==> config.mk <==
export PLATFORM = sky130hd
export DESIGN_NAME = program_loader
export DESIGN_NICKNAME = d
export VERILOG_FILES = /design/src/rtl/program_loader.sv
export SDC_FILE = /design/constraint.sdc
export NUM_CORES = 1
export LEC_CHECK = 0
export ABC_AREA = 1
export CORE_UTILIZATION = 60
export CTS_CLUSTER_SIZE = 20
export DETAILED_ROUTE_END_ITERATION = 8
export DONT_BUFFER_PORTS = 1
export PLACE_DENSITY = 0.87
export SETUP_SLACK_MARGIN = 0.4
export SLEW_MARGIN = 20
export SYNTH_ARGS = -nofsm -noshare
export SYNTH_HDL_FRONTEND = slang
export SYNTH_SLANG_ARGS = --single-unit
==> constraint.sdc <==
create_clock -name i_clk -period 4.6 [get_ports i_clk]
set_clock_uncertainty 0.1 [all_clocks]
set_input_delay 0.23 -clock i_clk [delete_from_list [all_inputs] [get_ports i_clk]]
set_output_delay 0.23 -clock i_clk [all_outputs]
set_load 0.02 [all_outputs]
==> src/rtl/program_loader.sv <==
// program_loader
//
// Loads a program image into instruction RAM from a byte stream. A load is a
// 16-bit big-endian word count N followed by N big-endian 16-bit words. Each
// word is written to RAM in a dedicated one-cycle WRITE state at addresses
// 0..N-1. The CPU is held off the RAM for the whole load and stays held if
// the load fails.
//
// Build option: define LOADER_CHECKSUM_EN to append a trailing checksum byte
// (8-bit sum of all data bytes) that must match for the load to complete.
//
// Ports:
//   i_clk, i_reset       clock, asynchronous active-high reset
//   i_start              pulse, starts a load (from IDLE or ERROR only)
//   i_byte, i_byte_valid stream input; transfer on i_byte_valid && o_byte_ready
//   o_byte_ready         loader is in a byte-accepting state
//   o_wr_en, o_wr_addr,
//   o_wr_data            RAM write port, one strobe per word
//   o_cpu_hold           CPU stall while loading or after a failed load
//   o_busy               load in progress
//   o_done               one-cycle pulse on success
//   o_error              last load failed
//   o_word_count         length header of the current/last load
//
// state    | meaning
// ---------+------------------------------------------------------------
// IDLE     | waiting for i_start
// LEN_HI   | accept high byte of word count
// LEN_LO   | accept low byte of word count, range-check it
// DATA_HI  | accept high byte of the next word
// DATA_LO  | accept low byte of the next word
// WRITE    | one-cycle RAM write, advance address
// CHECK    | accept and compare the checksum byte (checksum build only)
// DONE     | one-cycle completion pulse
// ERROR    | failed load, CPU kept held until restart or reset

module program_loader #(
    parameter int ADDR_WIDTH = 8
) (
    input  logic                  i_clk,
    input  logic                  i_reset,
    input  logic                  i_start,
    input  logic [7:0]            i_byte,
    input  logic                  i_byte_valid,
    output logic                  o_byte_ready,
    output logic                  o_wr_en,
    output logic [ADDR_WIDTH-1:0] o_wr_addr,
    output logic [15:0]           o_wr_data,
    output logic                  o_cpu_hold,
    output logic                  o_busy,
    output logic                  o_done,
    output logic                  o_error,
    output logic [15:0]           o_word_count
);

    typedef enum logic [3:0] {
        S_IDLE,
        S_LEN_HI,
        S_LEN_LO,
        S_DATA_HI,
        S_DATA_LO,
        S_WRITE,
`ifdef LOADER_CHECKSUM_EN
        S_CHECK,
`endif
        S_DONE,
        S_ERROR
    } state_t;

    // Where a load goes once all words are written (or N == 0).
`ifdef LOADER_CHECKSUM_EN
    localparam state_t S_FINISH = S_CHECK;
`else
    localparam state_t S_FINISH = S_DONE;
`endif

    // Largest legal word count; 17 bits so ADDR_WIDTH = 16 still fits.
    localparam logic [16:0] MAX_WORDS = 17'(1) << ADDR_WIDTH;

    state_t                state_q;
    state_t                state_d;
    logic [15:0]           len_d;
    logic                  last_word;
`ifdef LOADER_CHECKSUM_EN
    logic [7:0]            sum_q;
`endif

    // Full length as it will be once the low byte in LEN_LO is taken.
    assign len_d = {o_word_count[15:8], i_byte};

    // Address holds the index of the word being written; it is the last one
    // when index + 1 equals N. Widened so N = 2^ADDR_WIDTH compares correctly.
    assign last_word = ((17'(o_wr_addr) + 17'd1) == {1'b0, o_word_count});

    always_ff @(posedge i_clk or posedge i_reset) begin
        if (i_reset) begin
            state_q <= S_IDLE;
        end else begin
            state_q <= state_d;
        end
    end

    always_comb begin
        state_d = state_q;
        unique case (state_q)
            S_IDLE:    if (i_start) state_d = S_LEN_HI;
            S_LEN_HI:  if (i_byte_valid) state_d = S_LEN_LO;
            S_LEN_LO: begin
                if (i_byte_valid) begin
                    if (len_d == 16'd0) begin
                        state_d = S_FINISH;
                    end else if ({1'b0, len_d} > MAX_WORDS) begin
                        state_d = S_ERROR;
                    end else begin
                        state_d = S_DATA_HI;
                    end
                end
            end
            S_DATA_HI: if (i_byte_valid) state_d = S_DATA_LO;
            S_DATA_LO: if (i_byte_valid) state_d = S_WRITE;
            S_WRITE:   state_d = last_word ? S_FINISH : S_DATA_HI;
`ifdef LOADER_CHECKSUM_EN
            S_CHECK: begin
                if (i_byte_valid) begin
                    state_d = (i_byte == sum_q) ? S_DONE : S_ERROR;
                end
            end
`endif
            S_DONE:    state_d = S_IDLE;
            S_ERROR:   if (i_start) state_d = S_LEN_HI;
            default:   state_d = S_IDLE;
        endcase
    end

    // Datapath. Byte-accepting states only ever see i_byte_valid here because
    // o_byte_ready is exactly the set of these states.
    always_ff @(posedge i_clk or posedge i_reset) begin
        if (i_reset) begin
            o_wr_addr    <= '0;
            o_wr_data    <= '0;
            o_word_count <= '0;
`ifdef LOADER_CHECKSUM_EN
            sum_q        <= '0;
`endif
        end else begin
            unique case (state_q)
                S_IDLE, S_ERROR: begin
                    if (i_start) begin
                        o_wr_addr    <= '0;
                        o_word_count <= '0;
`ifdef LOADER_CHECKSUM_EN
                        sum_q        <= '0;
`endif
                    end
                end
                S_LEN_HI: if (i_byte_valid) o_word_count[15:8] <= i_byte;
                S_LEN_LO: if (i_byte_valid) o_word_count[7:0]  <= i_byte;
                S_DATA_HI: begin
                    if (i_byte_valid) begin
                        o_wr_data[15:8] <= i_byte;
`ifdef LOADER_CHECKSUM_EN
                        sum_q           <= sum_q + i_byte;
`endif
                    end
                end
                S_DATA_LO: begin
                    if (i_byte_valid) begin
                        o_wr_data[7:0] <= i_byte;
`ifdef LOADER_CHECKSUM_EN
                        sum_q          <= sum_q + i_byte;
`endif
                    end
                end
                S_WRITE: o_wr_addr <= o_wr_addr + 1'b1;
                default: ;
            endcase
        end
    end

    // Control outputs are pure state decodes, so there is no input-to-output
    // combinational path.
    always_comb begin
        o_byte_ready = 1'b0;
        o_wr_en      = 1'b0;
        o_done       = 1'b0;
        o_error      = 1'b0;
        o_busy       = 1'b1;
        o_cpu_hold   = 1'b1;
        unique case (state_q)
            S_IDLE: begin
                o_busy     = 1'b0;
                o_cpu_hold = 1'b0;
            end
            S_LEN_HI, S_LEN_LO, S_DATA_HI, S_DATA_LO: o_byte_ready = 1'b1;
`ifdef LOADER_CHECKSUM_EN
            S_CHECK: o_byte_ready = 1'b1;
`endif
            S_WRITE: o_wr_en = 1'b1;
            S_DONE: begin
                o_done     = 1'b1;
                o_busy     = 1'b0;
                o_cpu_hold = 1'b0;
            end
            S_ERROR: begin
                o_error = 1'b1;
                o_busy  = 1'b0;
            end
            default: ;
        endcase
    end

endmodule
* After elaboration in Yosys (flattened, before gate mapping) *
Index checks and enable logic that the tools add are counted.

storage, ports and cells
  register bits after elaboration = 44
  input port bits = 12
  logic and storage cells = 58

cells by class
  add/sub/neg operators = 2
  order comparisons = 1
  equality and inequality tests = 13
  mux-type cells = 21
  reductions and logical operators = 15

operators with widths
  operator               count
  $pmux W8 S2            3
  $pmux W4 S6            1
  $mux W4                5
  $eq A4 B3 Y1 const B   4
  $eq A9 B16 Y1          1
  $gt A16 B9 Y1 const B  1
  $logic_not A16 Y1      1
  $mux W16               1
  $mux W8                2
  $add A8 B1 Y9 const B  1
  $mux W3                3
  $add A8 B1 Y8 const B  1
  $eq A4 B2 Y1 const B   2
  $ne A2 B2 Y1 const B   4
  $mux W1                6
  $reduce_and A2 Y1      3
  $reduce_and A3 Y1      2
  $reduce_bool A2 Y1     3
  $reduce_and A5 Y1      1
  $eq A4 B1 Y1 const B   1
  $logic_not A4 Y1       1
  $reduce_or A2 Y1       2
  $reduce_or A4 Y1       1
  $reduce_or A3 Y1       1
  $ne A2 B1 Y1 const B   1

* Logic depth before layout (Yosys ltp) *
Gate-level depths: netlist of run 1.

  word-level depth = 5
  depth in mapped cells = 14
  mapped depth without buffers = 14

* Worst setup path before layout of run 1 *
Ideal clock, no wire load.

  path type = register -> register
  start = reg o_wr_addr[0]
  end = reg state_q[0]
  arrival time = 1.601 ns
  slack = 2.782 ns
  cell stages (with the launch flop) = 15
  path buffers = 0
  period minus slack after synthesis = 1.818 ns
  cells stage by stage = dfrtp_1 ha_1 nand2_2 nor2_2 inv_2 nand2_2 nand2_1 nand2_1 nand2_1 nor2_2 nand2_1 nand2_1 nand2_1 nand2_1 nand2_1

on the way
  word-level cells in the longest chain between the ends = 4

ends and longest elaborated chain
  item                    RTL line  text
  from (decl)             47        output logic [ADDR_WIDTH-1:0] o_wr_addr,
  from (signal assigned)  174       S_WRITE: o_wr_addr <= o_wr_addr + 1'b1;
  $add A8 B1 Y9           93        assign last_word = ((17'(o_wr_addr) + 17'd1) == {1'b0, o_word_count});
  $eq A9 B16 Y1           93
  $mux W3                 121       S_WRITE: state_d = last_word ? S_FINISH : S_DATA_HI;
  $pmux W4 S6             105       unique case (state_q)
  to (signal assigned)    99        state_q <= state_d;
  to (decl)               80        state_t state_q;

Every way passes these cells.
A chain may end at the register's enable or synchronous reset.

* Final worst setup path of run 1 *
Ends and elaborated chain as after synthesis.

==> results of run 1 <==
[per-layer routing]
layer,global-route usage,up-vias,wire length [microns],share of wire
li1,-,962,-,-
met1,0.345,947,2160,0.41
met2,0.468,76,2630,0.50
met3,0.0743,14,382,0.072
met4,0.165,0,117,0.022
met5,0,-,0,0
[timing repair]
| item | 4_1_cts | 5_1_grt |
|---|---|---|
| hold buffers | 5 | 0 |
| setup buffers | 0 | 0 |
| hold endpoints to repair | 49 | 0 |
[logic make-up after synthesis]
family / Yosys count / synth area share
buffers and inverters: 48 / 0.0891
adder cells (fa/ha/maj): 1 / 0.00554
flip-flops: 43 / 0.476
AO/OA/AOI/OAI: 51 / 0.132
AND/OR/NAND/NOR: 147 / 0.297
[flip-flops by register name, indices dropped and copies added, names as in the netlist]
name,cells
o_word_count,16
o_wr_data,16
state_q,3
o_wr_addr,8
[worst max path at each step]
| stage | endpoint | slack [ns] |
|---|---|---|
| final | state_q[0] | 2.58 |
| after global routing | state_q[0] | 2.34 |
| after CTS | state_q[0] | 2.59 |
| after detailed placement | state_q[0] | 2.60 |
| after global placement | o_wr_addr[2] | 2.66 |
| after floorplan | state_q[0] | 2.78 |
[area by class of cell]
cell class	instances	share of cell area
clock inverter	2	0.0158
inverter	42	0.0648
multi-input combinational	199	0.400
timing repair buffer	6	0.0235
tap	46	0.0235
sequential	43	0.439
clock buffer	6	0.0337
[per-stage QoR]
step | instances | area [sq um] | hold WS (ns) | setup slack (ns) | util
2_1_floorplan | 290 | 2260 | 0.277 | 2.78 | -
3_3_place_gp | 331 | 2280 | 0.180 | 2.66 | 0.658
3_5_place_dp | 331 | 2280 | 0.183 | 2.60 | 0.658
4_1_cts | 344 | 2450 | 0.00611 | 2.59 | 0.707
5_1_grt | 344 | 2450 | 0.0346 | 2.34 | 0.707
6_report | 344 | 2450 | 0.0172 | 2.58 | 0.707
[critical path: stages (launching register included)]
cell and delay [ns]:
dfrtp_1 0.59, ha_1 0.28, nand2_2 0.11, o21ai_1 0.23, nand3_1 0.10, nand2_1 0.07
nand2_1 0.06, nor2_2 0.12, nand2_1 0.06, nand2_1 0.06, nand2_1 0.05, nand2_1 0.06
nand2_1 0.05
[power breakdown]
| part | internal (mW) | total (mW) | switching [mW] |
|---|---|---|---|
| Combinational | 0.226 | 0.719 | 0.493 |
| Sequential | 0.538 | 0.904 | 0.365 |
| Clock | 0.179 | 0.315 | 0.136 |
[cells in the final DEF (no fill, tap or decap), drive strengths merged]
cell type,instances
a21oi,4
a31oi,1
buf,1
bufinv,1
clkbuf,6
clkinv,1
dfrtp,43
dlygate4sd3,5
ha,1
inv,42
nand2,84
nand3,33
nand4,5
nor2,25
o21ai,34
o22ai,6
o31ai,6
==> summary.md, run 1 <==
| Metric | Value |
|---|---|
| Status | finished clean |
| CTS Buf Count | 5 |
| Number of distinct library cells after synthesis | 24 |
| Rows | 21 |
| Post-synth EDFFs | 0 |
| Hold depth | 2 |
| Post-Syn Instances | 290 |
| Peak supply drop | roughly 0.53 mV |
| Count of final setup violators | 0 |
| DRT Pass-1 Iters | 5 |
| Worst-Skew Late Latency | 0.30 ns |
| Final worst-path cycle share | 0.440 |
| Grt total ovfl | 0 |
| Routability cong. | between 0.8 and 0.9 |
| CTS tree | yes |
| Largest cells by area after synthesis | dfrtp_1 (48%), nand2_1 (13%), nand3_1 (6.2%) |
| Ys flop type | dfrtp_1 |
| Hold endpoint | o_wr_data[0] |
| Slew Viols, Final | 0 |
| Worst hold path class | in2reg |
| Vias | about 2000 |
| Final hold vios | 0 |
| Die extent in y | 63.4 microns |
| Area Growth Syn to Fin | 8.58% |
| DRC | 0 |
| WL/cell | roughly 15 microns |
| Synth top cells by count | nand2_1 (79), dfrtp_1 (43), inv_1 (36) |
| H-tree Lvls | 2 |
| FF-to-FF Start | o_wr_addr[0] |
| Max-cap violations | 0 |
| Filler cells | approximately 290 |
| P_leak | approximately 1.2 nW |
| Vias in the first global route | 1973 |
| Die area | roughly 4000 sq um |
| Layout Nets | 310 |
| Power consumption | ~1.9 mW |
| Layout cells sized above 1 | 0.128 |
| Worst-Margin Slew | 0.555 ns |
| Setup crit start | o_wr_addr[0] |
| Clock Sinks | 43 |
| Area of the multi-input gates | between 900 and 1000 sq um |
| Achievable Freq | just under 500 MHz |
| Synth warnings | 0 |
| Post-cts resize count | 0 |
| First-pass GRT wire length | 8850 microns |
| Placeable Area | between 3000 and 4000 sq um |
| Crit Reg-Reg Endpoint | state_q[0] |
| Storage cell area | approximately 1100 sq um |
| Crit-path max FO | 7 |
| Minimum clock period | 2.02 ns |
| Antenna diode count | 0 |
| 1st-iter DRT viols | 143 |
| Total Routing Usage GR | 0.288 |
| Clock Pin Slew Worst Setup and Hold Paths | approximately 0.090 ns |
| RSZ-0062 raised after global routing | false |
| Port buffer count | 0 |
| Max Root-Sink Buffers | 2 |
| Starting density of the core | 0.652 |
| Worst slew margin | 0.630 |
| Synthesized area | ~2300 sq um |
| TNS Setup | 0 ns |
| Startpoint Class | flop |
| Crit path capture type | flop |
| FF-to-FF path depth | 12 |
| FF+latch count, synth | between 40 and 50 |
| Largest net degree at the start of global routing | 44 |
| Post-route ant nets | 0 |
| Most numerous cell in the Yosys netlist | nand2_1 |
| Antenna violations before repair | 0 |
| Sequential area share after synthesis | 0.476 |
| Die width | approximately 63 microns |
| Async SR Flop Fraction | 1.00 |
| Flop-to-flop setup slack | approximately 2.6 ns |
| WP data arrival | 2.12 ns |
| Synth area leader | dfrtp_1 |
| Via density | about 5.8 |
| Syn nets | between 300 and 400 |
| Top-Level Pins | 58 |
| Root buffer cell | clkbuf_8 |
| Yosys top cell area share | 0.476 |
| Syn avg cell area | about 7.8 sq um |
| Required @ worst endpoint | approximately 4.7 ns |
| Power per cell area | between 700 and 800 nW/um^2 |
| Hold_sp | i_byte[0] |
| Detailed Route WL | about 5300 microns |
| Setup CP Type | reg2reg |
| Final HPWL DP | a little under 4000 microns |
(Power assumes the default switching activity.)
==> run 2: changes to the inputs <==
ABC_AREA = 0   (was 1)
CORE_UTILIZATION = 57   (was 60)
PLACE_DENSITY = 0.86   (was 0.87)
clock period = 1.83 ns   (was 4.6 ns; I/O delays follow)
==> run 2 against run 1 <==
The run now fails in 5_1_grt. Synthesized area rose by 4.0%. Synthesized cell count fell by 19%.
==> summary.md, run 2 <==
| Metric | Value |
|---|---|
| Final HPWL DP | 4630 microns |
| Port buffer count | 0 |
| Async SR Flop Fraction | 1.00 |
| Yosys top cell area share | 0.458 |
| Largest net degree at the start of global routing | 44 |
| Clock Sinks | 43 |
| Number of distinct library cells after synthesis | 48 |
| Top-Level Pins | 58 |
| Largest cells by area after synthesis | dfrtp_1 (46%), mux2_2 (8.1%), o21ai_0 (5.1%) |
| WEP type | register data pin |
| CTS Buf Count | 5 |
| Starting density of the core | 0.619 |
| Synth area leader | dfrtp_1 |
| Ys flop type | dfrtp_1 |
| Routability cong. | between 0.9 and 1 |
| Xor and xnor area share after synthesis | 0.0442 |
| Max Root-Sink Buffers | 2 |
| FF+latch count, synth | between 40 and 50 |
| Syn avg cell area | ~10 sq um |
| Pre-CTS setup slack | -0.239 ns |
| Status | stopped before the end |
| Sequential area share after synthesis | 0.458 |
| Post-synthesis mux area share | 0.111 |
| H-tree Lvls | 2 |
| Die width | approximately 66 microns |
| Grt repair worst endpoint | state_q[0]$_DFFE_PP0P_/D |
| Most numerous cell in the Yosys netlist | dfrtp_1 |
| Failed at | 5_1_grt |
| Die extent in y | ~66 microns |
| Post-synth EDFFs | 0 |
| Rows | 22 |
| Post-Syn Instances | 236 |
| Synth warnings | 0 |
| Root buffer cell | clkbuf_8 |
| Main combinational cell family by area after synthesis | simple AND/OR/NAND/NOR gates |
| Synthesized area | 2350 sq um |
| Syn nets | ~250 |
| Synth Area in Simple Gates | 0.187 |
| Compound-Gate Fraction of Synth Area | 0.144 |
| Log Error | [ERROR DPL-0038] Utilization greater than 100%, impossible to legalize |
| Synth top cells by count | dfrtp_1 (43), o21ai_0 (24), mux2_2 (17) |
| Adder-Cell Fraction of Synth Area | 0.00532 |
[run 2: cells by family after synthesis]
logic type	Yosys count
compound gates	51
xor+xnor	11
fa+ha+maj	1
buf+inv	26
flops	43
mux	24
simple gates	80
[run 2: repair_timing]
item | 4_1_cts
hold endpoints to repair | 74
buffers inserted | 12
resized for setup | 54
hold buffers | 9
pin swaps | 17
setup endpoints to repair | 49
[run 2: per-stage QoR]
| stage | hold slack [ns] | setup TNS [ns] | std cells | area (sq um) | utilization |
|---|---|---|---|---|---|
| 2_1_floorplan | 0.130 | -0.355 | 236 | 2550 | - |
| 3_3_place_gp | 0.0430 | -0.302 | 324 | 2870 | 0.756 |
| 3_5_place_dp | 0.0493 | -0.435 | 324 | 2870 | 0.756 |
| 4_1_cts | 0.00106 | -0.143 | 353 | 3310 | 0.872 |
==> run 3: changes to the inputs <==
CORE_UTILIZATION = 40   (was 57)
CTS_CLUSTER_SIZE = not set   (was 20)
PLACE_DENSITY = not set   (was 0.86)
PLACE_DENSITY_LB_ADDON = 0.15   (was not set)
SETUP_SLACK_MARGIN = not set   (was 0.4)
clock period = 2.4 ns   (was 1.83 ns; I/O delays follow)
==> run 3 against run 2 <==
The run now ends clean. Synthesized area stayed put. Synthesized cell count is the same.
==> summary.md, run 3 <==
| Metric | Value |
|---|---|
| Commonest non-fill, non-tap cells in the layout | dfrtp_1 (43), o21ai_0 (24), buf_4 (18) |
| Number of distinct library cells after synthesis | between 40 and 50 |
| Post-Syn Instances | 236 |
| Met3 Usage GRT | 0.0640 |
| Worst-Margin Slew | 0.680 ns |
| Area of the multi-input gates | between 1000 and 1500 sq um |
| FF-to-FF Start | o_word_count[13] |
| WP data arrival | 2.27 ns |
| Required @ worst endpoint | 2.48 ns |
| Top flop regs | o_word_count x16, o_wr_data x16, o_wr_addr x8 |
| Pint | 1.87 mW |
| Yosys top cell area share | 0.458 |
| Die extent in y | about 80 microns |
| DRT Pass-1 Iters | 4 |
| Clk pwr share | 0.143 |
| Antenna violations before repair | 1 |
| Status | finished clean |
| Async SR Flop Fraction | 1.00 |
| Die width | approximately 79 microns |
| Commonest non-fill, non-tap cell in the layout | dfrtp_1 |
| P_sw | between 1.5 and 2 mW |
| Placed insts | approximately 310 |
| Minimum clock period | 2.19 ns |
| Clock Pin Slew Worst Setup and Hold Paths | approximately 0.090 ns |
| DRC | 0 |
| TNS Setup | 0 ns |
| Power consumption | between 3 and 4 mW |
| Setup CP Type | reg2reg |
| Sequential area share after synthesis | 0.458 |
| M2 GR Usage | 0.327 |
| Post-synth EDFFs | 0 |
| Synth top cells by count | dfrtp_1 (43), o21ai_0 (24), mux2_2 (17) |
| Layout cells sized above 1 | 0.194 |
| Top-Level Pins | between 50 and 60 |
| CTS Buf Count | 5 |
| Critical-path cell list | nor4_2, nand4_1, or4_4, a2111oi_4, a211oi_1 |
| Slew Viols, Final | 0 |
| Seq pwr share | 0.471 |
| Non-filler cells, final | between 300 and 400 |
| Post-cts resize count | 0 |
| Root buffer cell | clkbuf_8 |
| Starting density of the core | 0.422 |
| H-tree Lvls | 2 |
| Via density | 5.82 |
| Startpoint Class | flop |
| Storage cell area | 1080 sq um |
| Area Growth Syn to Fin | 14.7% |
| Final hold vios | 0 |
| Comb power frac | 0.386 |
| Synth warnings | 0 |
| Sw Ratio | 0.478 |
| Max-cap violations | 0 |
| Peak supply drop | slightly above 0.6 mV |
| CTS tree | yes |
| Most numerous cell in the Yosys netlist | dfrtp_1 |
| Setup crit start | o_word_count[13] |
| Worst slew margin | 0.544 |
| WL/cell | approximately 18 microns |
| Clock Sinks | 43 |
| Max Root-Sink Buffers | 2 |
| Vias | approximately 1900 |
| Filler cells | around 550 |
| Largest net degree at the start of global routing | 25 |
| Achievable Freq | ~460 MHz |
| Ys flop type | dfrtp_1 |
| Syn avg cell area | 9.96 sq um |
| Synth area leader | dfrtp_1 |
| Layout Nets | 270 |
| Synthesized area | approximately 2400 sq um |
| Critical Path Sink | state_q[0] |
| CP max stage cell | or4_4 |
| 1st-iter DRT viols | between 100 and 150 |
| Worst hold path class | in2reg |
| Worst-Skew Late Latency | 0.30 ns |
| Placeable Area | around 5600 sq um |
| Syn nets | ~250 |
| Rows | 27 |
| First-pass GRT wire length | roughly 10000 microns |
| Routability cong. | approximately 0.8 |
| Crit-path max FO | 3 |
| FF-to-FF path depth | 5 |
| Grt total ovfl | 0 |
| Count of final setup violators | 0 |
| Power per cell area | between 1000 and 1500 nW/um^2 |
| Most Crowded Layer GR | met2 |
| Final HPWL DP | roughly 4200 microns |
| Final worst-path cycle share | 0.913 |
| Total Routing Usage GR | 0.221 |
| Crit Reg-Reg Endpoint | state_q[0] |
| Port buffer count | 0 |
| Detailed Route WL | around 6100 microns |
| Slowest stage delay, CP | between 0.5 and 0.6 ns |
| Grt met1 use | 0.304 |
| P_leak | around 1.1 nW |
| Vias in the first global route | approximately 1900 |
| Post-route ant nets | 0 |
| Hold slack | 0.0161 ns |
| Flop-to-flop setup slack | 0.21 ns |
| Crit path capture type | flop |
| RSZ-0062 raised after global routing | false |
| FF+latch count, synth | between 40 and 50 |
| Die area | a little over 6000 sq um |
| Largest cells by area after synthesis | dfrtp_1 (46%), mux2_2 (8.1%), o21ai_0 (5.1%) |
## run 3: worst min path at each step
stage,startpoint,endpoint,slack [ns],cells past startpoint
after global placement,i_reset,o_wr_data[11],-0.04,1
final,i_start,o_word_count[6],0.02,2
after detailed placement,i_reset,o_wr_data[1],-0.04,1
after global routing,i_start,o_word_count[6],0.05,2
after CTS,i_start,o_word_count[6],0.01,2
after floorplan,i_byte[2],o_word_count[10],0.16,2
## run 3: metrics by stage
step	cell area (sq um)	setup WS [ns]	util
after global placement	2510	0.234	0.450
after detailed placement	2510	0.217	0.450
after CTS	2700	0.212	0.484
final	2700	0.208	0.484
after floorplan	2350	0.185	-
after global routing	2700	0.115	0.484
## run 3: critical path, delay by kind of cell (launching register included)
kind	cells	cell delay, ns
flip-flops	1	0.48
AO/OA/AOI/OAI	2	0.42
AND/OR/NAND/NOR	3	1.07
## run 3: cells by family (layout without fill, tap and decap cells)
kind of cell               Yosys count  count (layout)  share of synthesized area
xor gates and xnor gates            11              11                     0.0442
muxes                               24              24                      0.111
DFF                                 43              43                      0.458
AOI/OAI and AO/OA                   51              51                      0.144
and+or+nand+nor                     80              80                      0.187
other                                0               1                          0
adders and majority gates            1               1                    0.00532
buffers and inverters               26              48                     0.0506
## run 3: layout make-up
| class | instances | share of cell area |
|---|---|---|
| multi-input combinational | 167 | 0.429 |
| timing repair buffer | 27 | 0.0835 |
| clock inverter | 2 | 0.00603 |
| antenna | 1 | 0.000928 |
| sequential | 43 | 0.399 |
| clock buffer | 6 | 0.0306 |
| tap | 72 | 0.0334 |
| inverter | 13 | 0.0181 |
## run 3: timing repair
action | 4_1_cts | 5_1_grt
setup buffers | 0 | 0
hold buffers | 9 | 0
endpoints found under the hold margin | 50 | 0
## run 3: layer usage
metal / wire length [microns] / share of wire / up-vias
li1: - / - / 900
met2: 2750 / 0.45 / 73
met3: 442 / 0.073 / 8
met5: 0 / 0 / -
met1: 2810 / 0.46 / 944
met4: 85 / 0.014 / 0
## run 3: power by group through the flow
stage,sequential (mW),combinational [mW],clock [mW]
finish,1.68,1.38,0.509
global route,1.74,1.54,0.540
global placement,1.70,1.35,0
floorplan,1.57,1.06,0
detailed placement,1.70,1.36,0
CTS,1.69,1.38,0.518
==> run 4: changes to the inputs <==
==> constraint.sdc (replaced) <==
create_clock -name i_clk -period 2.4 [get_ports i_clk]
set_clock_uncertainty 0.1 [all_clocks]
set_input_delay 0.48 -clock i_clk [delete_from_list [all_inputs] [get_ports i_clk]]
set_output_delay 0.48 -clock i_clk [all_outputs]
set_load 0.02 [all_outputs]
==> run 4 against run 3 <==
Cell count is 2.7% lower. Final area is 1.9% lower. Sequential share of layout area is 0.82 points higher. Combinational power is 3% lower. Register-to-register slack worse by 0.03 ns. Critical path type is now reg2out. Largest cell class unchanged. Largest power group unchanged. Highest routed layer unchanged.
==> summary.md, run 4 (same netlist as run 3, synthesis figures left out) <==
| Metric | Value |
|---|---|
| TNS Setup | 0 ns |
| Starting density of the core | 0.422 |
| Detailed Route WL | ~5600 microns |
| Clock Sinks | 43 |
| Worst-Margin Slew | ~0.75 ns |
| Vias | ~1800 |
| FF-to-FF path depth | 5 |
| DRT Pass-1 Iters | 4 |
| Antenna violations before repair | 0 |
| Final worst-path cycle share | 0.931 |
| Antenna diode count | 0 |
| Hold slack | between 0.2 and 0.25 ns |
| Layout Nets | 262 |
| Required @ worst endpoint | approximately 1.8 ns |
| WP depth | 4 |
| First-pass GRT wire length | 9240 microns |
| Total Routing Usage GR | 0.196 |
| Die area | slightly above 6000 sq um |
| Commonest non-fill, non-tap cells in the layout | dfrtp_1 (42), o21ai_0 (24), mux2_2 (17), buf_4 (17), nand3_1 (16) |
| Top-Level Pins | 58 |
| Post-route ant nets | 0 |
| Clock Pin Slew Worst Setup and Hold Paths | 0.09 ns |
| Peak supply drop | approximately 0.63 mV |
| Slew Viols, Final | 0 |
| Max Root-Sink Buffers | 2 |
| WL/cell | approximately 17 microns |
| Vias in the first global route | roughly 1800 |
| DRC | 0 |
| Worst slew margin | 0.494 |
| Status | finished clean |
| Top flop regs | o_word_count x16, o_wr_data x16, o_wr_addr x8 |
| Setup slack after layout | between 0.15 and 0.2 ns |
| Max-cap violations | 0 |
| Placed insts | 313 |
| CP max stage cell | dfrtp_2 |
| Commonest non-fill, non-tap cell in the layout | dfrtp_1 |
| Final hold vios | 0 |
| CP most frequent cell | inv_1 |
| Die extent in y | ~80 microns |
| Final HPWL DP | between 4000 and 5000 microns |
| WP buf/inv | 3 |
| Power consumption | 3.62 mW |
| Slowest stage delay, CP | ~0.48 ns |
| CTS Buf Count | 5 |
| Startpoint Class | flop |
| Routability cong. | about 0.84 |
| Area Growth Syn to Fin | 12.6% |
| Pre-CTS setup slack | ~0.18 ns |
| Largest net degree at the start of global routing | 25 |
| Crit-path max FO | 10 |
| Filler cells | 537 |
| Post-CTS Repair Setup Buffers | 0 |
| Root buffer cell | clkbuf_8 |
| CP top delay family | flip-flops |
| Die width | 78.7 microns |
| Power per cell area | roughly 1400 nW/um^2 |
| RSZ-0062 raised after global routing | false |
| Placeable Area | approximately 5600 sq um |
| Worst hold path class | in2reg |
| Hold depth | 2 |
| Count of final setup violators | 0 |
| CTS tree | yes |
| Critical-path cell list | inv_1, or3_1, inv_1, buf_4 |
| Layout cells sized above 1 | 0.208 |
| Achievable Freq | roughly 450 MHz |
| Crit path capture type | primary output |
| Worst-Skew Late Latency | ~0.30 ns |
| P_leak | roughly 1.1 nW |
| Minimum clock period | about 2.2 ns |
| Via density | about 5.6 |
| Grt total ovfl | 0 |
| Non-filler cells, final | around 320 |
| H-tree Lvls | 2 |
| WP data arrival | 1.66 ns |
| Rows | 27 |
| Port buffer count | 0 |
| 1st-iter DRT viols | 84 |
| Setup CP Type | reg2out |
-- run 4: cell count changes in the layout (fill, tap and decap cells not counted), sizes merged --
cell,previous run,this run
dlygate4sd3,9,1
inv,11,13
bufinv,0,1
clkbuf,6,5
clkinv,3,2
clkinvlp,1,0
diode,1,0
-- run 4: timing repair --
action                     in CTS  in global routing
hold buffers                    1                  0
hold endpoints to repair        7                  0
gates resized for setup         0                  2
setup endpoints to repair       0                  1
-- run 4: power by group --
group / switching (mW) / internal (mW) / leakage (nW) / total, mW
Combinational: 0.736 / 0.607 / 0.520 / 1.34
Clock: 0.278 / 0.316 / 0.0587 / 0.594
Sequential: 0.666 / 1.02 / 0.553 / 1.68
Total: 1.68 / 1.94 / 1.13 / 3.62
-- run 4: per-stage QoR --
stage	utilization	area, sq um
floorplan	-	2350
global placement	0.452	2520
detailed placement	0.452	2520
CTS	0.475	2650
global route	0.475	2650
finish	0.475	2650
-- run 4: layout make-up --
cell class | count | area [sq um] | share of cell area
Clock buffer | 5 | 68.8 | 0.0260
Clock inverter | 3 | 47.5 | 0.0180
Tap cell | 72 | 90.1 | 0.0340
Inverter | 13 | 48.8 | 0.0184
Timing Repair Buffer | 19 | 158 | 0.0596
Multi-Input combinational cell | 167 | 1160 | 0.437
Sequential cell | 43 | 1080 | 0.407
-- run 4: final timing paths --
check | start | endpoint | slack [ns]
min reg2reg | o_wr_data[14] | o_wr_data[14] | 0.57
min | i_byte[2] | o_word_count[10] | 0.21
max in group asynchronous | i_reset | state_q[0] | 1.11
min in group asynchronous | i_reset | o_wr_data[11] | 0.56
max | state_q[0] | o_wr_en | 0.16
max reg2reg | o_word_count[13] | state_q[0] | 0.18
-- run 4: worst register-to-register path, cell delays in order, from the launching register on --
cell	delay (ns)
dfrtp_1	0.48
nor4_2	0.31
nand4_1	0.21
or4_4	0.59
a2111oi_4	0.30
a211oi_1	0.12
-- run 4: metal layers --
layer  share of wire  vias to the layer above  global-route usage  wire [microns]
met5               0                        -                   0               0
met4          0.0071                        0              0.0444              40
met3           0.077                        5              0.0686             434
met2            0.45                       55               0.294            2520
met1            0.47                      863               0.269            2630
li1                -                      883                   -               -
